<file path="src/rtl/key_event_queue.sv">
// key_event_queue
// Turns raw KeyboardDecoder output (held-key bitmap, last scan code, strobe)
// into press-only key events. Typematic repeats and releases are filtered
// by comparing the bitmap against its registered copy from the previous
// cycle. Each press is classified as a digit, space, enter or backspace and
// buffered in a small first-word-fall-through FIFO.
//
// Handshake: evt_valid is high whenever the FIFO holds at least one entry and
// evt_code then shows the oldest entry. An entry leaves the FIFO on a rising
// clk edge where evt_valid and evt_ready are both high and flush is low.
// evt_valid never depends on evt_ready, and evt_ready is ignored while empty.
module key_event_queue #(
    parameter int DEPTH     = 4,
    parameter bit KEYPAD_EN = 1'b1
) (
    input  logic                     clk,
    input  logic                     rst,
    input  logic [511:0]             key_down,
    input  logic [8:0]               last_change,
    input  logic                     key_valid,
    input  logic                     en,
    input  logic                     flush,
    input  logic                     evt_ready,
    output logic                     evt_valid,
    output logic [3:0]               evt_code,
    output logic [$clog2(DEPTH):0]   evt_count,
    output logic                     overflow
);

    localparam int AW = $clog2(DEPTH);
    localparam int CW = AW + 1;

    localparam logic [AW-1:0] PTR_ZERO = '0;
    localparam logic [AW-1:0] PTR_ONE  = AW'(1);
    localparam logic [CW-1:0] CNT_ZERO = '0;
    localparam logic [CW-1:0] CNT_ONE  = CW'(1);
    localparam logic [CW-1:0] CNT_FULL = CW'(DEPTH);

    // ------------------------------------------------------------------
    // State
    // ------------------------------------------------------------------
    logic [511:0]   held_q, held_d;
    logic [3:0]     mem_q [DEPTH];
    logic [3:0]     mem_d [DEPTH];
    logic [AW-1:0]  wr_ptr_q, wr_ptr_d;
    logic [AW-1:0]  rd_ptr_q, rd_ptr_d;
    logic [CW-1:0]  count_q, count_d;
    logic           overflow_q, overflow_d;
    logic           evt_valid_q, evt_valid_d;
    logic [3:0]     evt_code_q, evt_code_d;

    // ------------------------------------------------------------------
    // Combinational decode signals
    // ------------------------------------------------------------------
    logic           cls_hit;
    logic [3:0]     cls_code;
    logic           press;
    logic           push;
    logic           pop;
    logic           full;
    logic           do_write;

    // Previous-cycle copy of the bitmap; tracked even while en is low so a
    // key pressed during en=0 is still seen as held afterwards.
    always_comb begin
        held_d = key_down;
    end

    // A press is a make strobe for a key that was not held last cycle.
    always_comb begin
        press = key_valid & key_down[last_change] & ~held_q[last_change];
    end

    // Map the scan code to an event code; unlisted codes are unclassified.
    always_comb begin
        cls_hit  = 1'b0;
        cls_code = 4'd0;
        case (last_change)
            // Main-row digits 0..9
            9'h045: begin cls_hit = 1'b1; cls_code = 4'd0;  end
            9'h016: begin cls_hit = 1'b1; cls_code = 4'd1;  end
            9'h01E: begin cls_hit = 1'b1; cls_code = 4'd2;  end
            9'h026: begin cls_hit = 1'b1; cls_code = 4'd3;  end
            9'h025: begin cls_hit = 1'b1; cls_code = 4'd4;  end
            9'h02E: begin cls_hit = 1'b1; cls_code = 4'd5;  end
            9'h036: begin cls_hit = 1'b1; cls_code = 4'd6;  end
            9'h03D: begin cls_hit = 1'b1; cls_code = 4'd7;  end
            9'h03E: begin cls_hit = 1'b1; cls_code = 4'd8;  end
            9'h046: begin cls_hit = 1'b1; cls_code = 4'd9;  end
            // Numeric keypad digits 0..9, only when the keypad is enabled
            9'h070: begin cls_hit = KEYPAD_EN; cls_code = 4'd0; end
            9'h069: begin cls_hit = KEYPAD_EN; cls_code = 4'd1; end
            9'h072: begin cls_hit = KEYPAD_EN; cls_code = 4'd2; end
            9'h07A: begin cls_hit = KEYPAD_EN; cls_code = 4'd3; end
            9'h06B: begin cls_hit = KEYPAD_EN; cls_code = 4'd4; end
            9'h073: begin cls_hit = KEYPAD_EN; cls_code = 4'd5; end
            9'h074: begin cls_hit = KEYPAD_EN; cls_code = 4'd6; end
            9'h06C: begin cls_hit = KEYPAD_EN; cls_code = 4'd7; end
            9'h075: begin cls_hit = KEYPAD_EN; cls_code = 4'd8; end
            9'h07D: begin cls_hit = KEYPAD_EN; cls_code = 4'd9; end
            // Editing keys; enter exists on the main block and the keypad
            9'h029: begin cls_hit = 1'b1; cls_code = 4'd10; end
            9'h05A: begin cls_hit = 1'b1; cls_code = 4'd11; end
            9'h15A: begin cls_hit = 1'b1; cls_code = 4'd11; end
            9'h066: begin cls_hit = 1'b1; cls_code = 4'd12; end
            default: begin cls_hit = 1'b0; cls_code = 4'd0; end
        endcase
    end

    // FIFO next state: flush wins, then push/pop with full-case handling.
    // The registered head/valid are derived from the next state so the
    // outputs have no combinational path from the key inputs.
    always_comb begin
        mem_d       = mem_q;
        wr_ptr_d    = wr_ptr_q;
        rd_ptr_d    = rd_ptr_q;
        count_d     = count_q;
        overflow_d  = overflow_q;
        full        = (count_q == CNT_FULL);
        push        = press & en & cls_hit & ~flush;
        pop         = evt_valid_q & evt_ready & ~flush;
        do_write    = 1'b0;

        if (flush) begin
            wr_ptr_d   = PTR_ZERO;
            rd_ptr_d   = PTR_ZERO;
            count_d    = CNT_ZERO;
            overflow_d = 1'b0;
        end else begin
            // When full, a simultaneous pop frees the slot being written.
            do_write = push & (~full | pop);

            if (push & full & ~pop) begin
                overflow_d = 1'b1;
            end

            if (do_write) begin
                mem_d[wr_ptr_q] = cls_code;
                wr_ptr_d        = wr_ptr_q + PTR_ONE;
            end

            if (pop) begin
                rd_ptr_d = rd_ptr_q + PTR_ONE;
            end

            case ({do_write, pop})
                2'b10:   count_d = count_q + CNT_ONE;
                2'b01:   count_d = count_q - CNT_ONE;
                default: count_d = count_q;
            endcase
        end

        evt_valid_d = (count_d != CNT_ZERO);
        evt_code_d  = evt_valid_d ? mem_d[rd_ptr_d] : 4'd0;
    end

    // Held-key shadow register.
    always_ff @(posedge clk or posedge rst) begin
        if (rst) begin
            held_q <= '0;
        end else begin
            held_q <= held_d;
        end
    end

    // FIFO storage, pointers, count, sticky overflow and registered head.
    always_ff @(posedge clk or posedge rst) begin
        if (rst) begin
            for (int i = 0; i < DEPTH; i++) begin
                mem_q[i] <= 4'd0;
            end
            wr_ptr_q    <= PTR_ZERO;
            rd_ptr_q    <= PTR_ZERO;
            count_q     <= CNT_ZERO;
            overflow_q  <= 1'b0;
            evt_valid_q <= 1'b0;
            evt_code_q  <= 4'd0;
        end else begin
            for (int i = 0; i < DEPTH; i++) begin
                mem_q[i] <= mem_d[i];
            end
            wr_ptr_q    <= wr_ptr_d;
            rd_ptr_q    <= rd_ptr_d;
            count_q     <= count_d;
            overflow_q  <= overflow_d;
            evt_valid_q <= evt_valid_d;
            evt_code_q  <= evt_code_d;
        end
    end

    // Drive outputs straight from registers.
    always_comb begin
        evt_valid = evt_valid_q;
        evt_code  = evt_code_q;
        evt_count = count_q;
        overflow  = overflow_q;
    end

endmodule
</file>
<file path="config.mk">
export PLATFORM = sky130hd
export DESIGN_NAME = key_event_queue
export DESIGN_NICKNAME = d
export VERILOG_FILES = /design/src/rtl/key_event_queue.sv
export SDC_FILE = /design/constraint.sdc
export NUM_CORES = 1
export LEC_CHECK = 0
export BUFFER_PORTS_ARGS = -buffer_cell sky130_fd_sc_hd__buf_2
export CORE_UTILIZATION = 50
export CTS_CLUSTER_DIAMETER = 50
export CTS_CLUSTER_SIZE = 40
export DETAILED_ROUTE_END_ITERATION = 16
export GPL_ROUTABILITY_DRIVEN = 0
export PLACE_DENSITY_LB_ADDON = 0.2
export SETUP_SLACK_MARGIN = 0.3
export SYNTH_ARGS = -nofsm -noshare
export SYNTH_HDL_FRONTEND = slang
export SYNTH_SLANG_ARGS = --single-unit
</file>
<file path="constraint.sdc">
create_clock -name clk -period 54.8 [get_ports clk]
set_input_delay 8.22 -clock clk [delete_from_list [all_inputs] [get_ports clk]]
set_output_delay 8.22 -clock clk [all_outputs]
set_load 0.01 [all_outputs]
</file>
==> summary.md <==
| Metric | Value |
|---|---|
| Status | `completed` |
| Crit end category | `register` |
| Number of nets in the layout | `2,442` |
| Detailed Routing Iterations Pass 1 | `5` |
| Tcrit/Tclk final | `26.0%` |
| Worst hold stages | `1` |
| Total power | `874 uW` |
| Vias in the first global route | `16,940` |
| Worst slew pin tran | `1.17 ns` |
| Post-synthesis sequential area ratio | `57.8%` |
| WL/cell | `27.6 microns` |
| Via density | `6.07` |
| Worst path required time | `55.26 ns` |
| Vias post-DR | `15,620` |
| Fin Clk Skew | `0.0291 ns` |
| Fmax | `70.3 MHz` |
| Critical Path AT | `14.69 ns` |
| Largest net degree at the start of global routing | `191` |
| Slowest CP cell | `buf_4` |
| Clock Path Buffers | `3` |
| Max Cap Viol | `0` |
| Max Slew Vio Count | `0` |
| RSZ-0062 raised after global routing | `no` |
| Total grt overflow | `0` |
| Die height | `219 microns` |
| Min-delay src | `mem_q[6]` |
| Area growth, synth to finish | `20.0%` |
| Max-slew headroom | `22.1%` |
| CP max stage delay | `0.78 ns` |
| Critical R2R Launch | `held_q[265]` |
| Initial antenna violation count | `37` |
| Mean Syn Cell Area | `16.7 sq um` |
| Die area | `47,800 sq um` |
| Post-CTS Setup Inserts | `0` |
| Total placed cells including tap cells | `2,460` |
| DR DRC count | `0` |
| Mapped Cells | `1,402` |
| Clock latency on the worst-skew pair | `0.61 ns` |
| CTS buffer count | `47` |
| Largest fanout on the critical path | `67` |
| Cell variety after synth | `79` |
| IO Pins | `536` |
| Commonest non-fill, non-tap cell in the layout | `dfrtp_1` |
| FFs w/ async S/R, synth | `100%` |
| Main synth FF type | `dfrtp_1` |
| Leak | `12.4 nW` |
| Total Routing Usage GR | `30.6%` |
| Yosys reg bits | `541` |
| Fin Hold WS | `0.496 ns` |
| CTS sink count | `541` |
| Root Buffer | `clkbuf_16` |
| Worst Hold End | `mem_q[6]` |
| Reg2reg path depth | `18` |
| CTS Hold Bufs | `0` |
| Layout cells sized above 1 | `47.8%` |
| CP Class | `in2reg` |
| # fillers | `3,423` |
| Critical Path Source | `last_change[0]` |
| HPWL Detailed | `52,000 microns` |
| Most frequent cells in the layout | `dfrtp_1 (541), buf_2 (532), mux4_2 (253)` |
| Total power divided by cell area | `31.1 nW/um^2` |
| CTS tree | `built` |
| HP Class | `reg2reg` |
| Final setup viols | `0` |
| Final hold vios | `0` |
| Synth Net Count | `1,935` |
| Worst-path clk slew | `0.07 ns` |
| Initial Utilization | `51.2%` |
| CP cell instances | `buf_8 > buf_4 > buf_4 > mux4_2 > mux4_2 > a22oi_1 > nand3_1 > a311oi_2 > or3_1 > nand2_2 > inv_1 > ha_1 > fa_1 > mux2i_1 > nor2_1 > nor3_1 > inv_1 > o41ai_1 > a31oi_1` |
| Post-route insts no fill | `2,575` |
| Core outline area | `45,800 sq um` |
| IO Port Bufs | `535` |
| Crit start category | `primary input` |
| Fin Setup TNS | `0 ns` |
| Synth Warn # | `0` |
| H-Tree Level Count | `2` |
| Post-synth EDFFs | `0` |
| # rows | `78` |
| Mapped Area | `23,400 sq um` |
| DR iter-0 viols | `1,292` |
| RR Endpoint | `evt_code[1]` |
| Final wirelength | `71,100 microns` |
| Die X | `219 microns` |
| Max IR drop VDD | `25.4 uV` |
| Reg-to-reg setup timing slack | `49.59 ns` |
| Routed Antenna Nets | `0` |
| First-pass GRT wire length | `106,000 microns` |
| Min Tclk post-route | `14.22 ns` |
| PostCTS Resize Cnt | `0` |
==> worst max-delay path, delay by kind of cell <==
family,cells,cell delay [ns]
multiplexers,3,1.25
AND/OR/NAND/NOR,5,1.12
buffers and inverters,5,2.24
adder cells (fa/ha/maj),2,0.60
AO/OA/AOI/OAI,4,1.11
==> cell type report <==
cell class	instances	area, sq um	area share (%)
Inverter	13	56.3	0.200
Sequential cell	541	13500	48.1
Clock inverter	35	347	1.23
Antenna cell	28	70.1	0.249
Tap cell	600	751	2.67
Clock buffer	52	1220	4.36
Timing Repair Buffer	558	2890	10.3
Multi-Input combinational cell	748	9250	32.9
==> synth_stat cells, types with 12 or more instances <==
cell / n / area, sq um
mux2i_1: 71 / 711
nor3_1: 15 / 75.1
clkbuf_1: 43 / 161
mux4_2: 253 / 5700
a21oi_1: 36 / 180
buf_4: 15 / 113
buf_6: 12 / 135
nand2_1: 50 / 188
o21ai_0: 18 / 90.1
buf_2: 14 / 70.1
a22oi_1: 54 / 405
mux2_2: 13 / 146
nand3_1: 15 / 75.1
nor2_1: 23 / 86.3
nor2b_1: 16 / 100
dfrtp_1: 541 / 13500
==> per-stage QoR <==
step	area, sq um	utilization (%)	setup slack (ns)
2_1_floorplan	23400	-	31.46
3_3_place_gp	26500	57.9	40.05
3_5_place_dp	26500	57.9	39.89
4_1_cts	28100	61.3	40.50
5_1_grt	28100	61.4	39.88
6_report	28100	61.4	40.58
==> logic make-up (layout without fill, tap and decap cells) <==
logic type	count (synthesis)	in the layout	share of synthesized area [%]
AOI/OAI and AO/OA	192	192	5.87
xor gates and xnor gates	5	5	0.187
adders and majority gates	6	6	0.352
buffers and inverters	113	658	2.79
DFF	541	541	57.8
muxes	341	341	28.2
other	0	28	0
and+or+nand+nor	204	204	4.89
==> report_power, final <==
group	internal (mW)	total, mW	leakage [nW]	switching [mW]
sequential	0.418	0.423	6.37	0.00502
combinational	0.0548	0.112	5.23	0.0572
clock	0.174	0.339	0.765	0.164
total	0.647	0.874	12.4	0.227
==> routing by layer <==
layer	global-route usage, %	part of all wire, %	vias up
li1	-	-	6572
met1	40.0	39	8230
met2	50.9	50	666
met3	7.25	8.0	130
met4	9.63	2.5	22
met5	0	0.21	-
==> registers in the layout, indices dropped and copies added, names as in the netlist <==
register,flops
evt_valid,1
held_q,512
rd_ptr_q,2
evt_code,4
overflow,1
evt_count,3
wr_ptr_q,2
mem_q,16
==> how the worst max path moves through the flow <==
stage / end / slack (ns) / cells after the start
6_report: evt_code[1] / 40.58 / 19
5_1_grt: evt_code[1] / 39.88 / 19
4_1_cts: evt_code[1] / 40.50 / 19
3_5_place_dp: evt_code[1] / 39.89 / 19
3_3_place_gp: evt_code[1] / 40.05 / 19
2_1_floorplan: evt_code[0] / 31.46 / 1
Note: power is estimated with default switching activity, not from simulation.
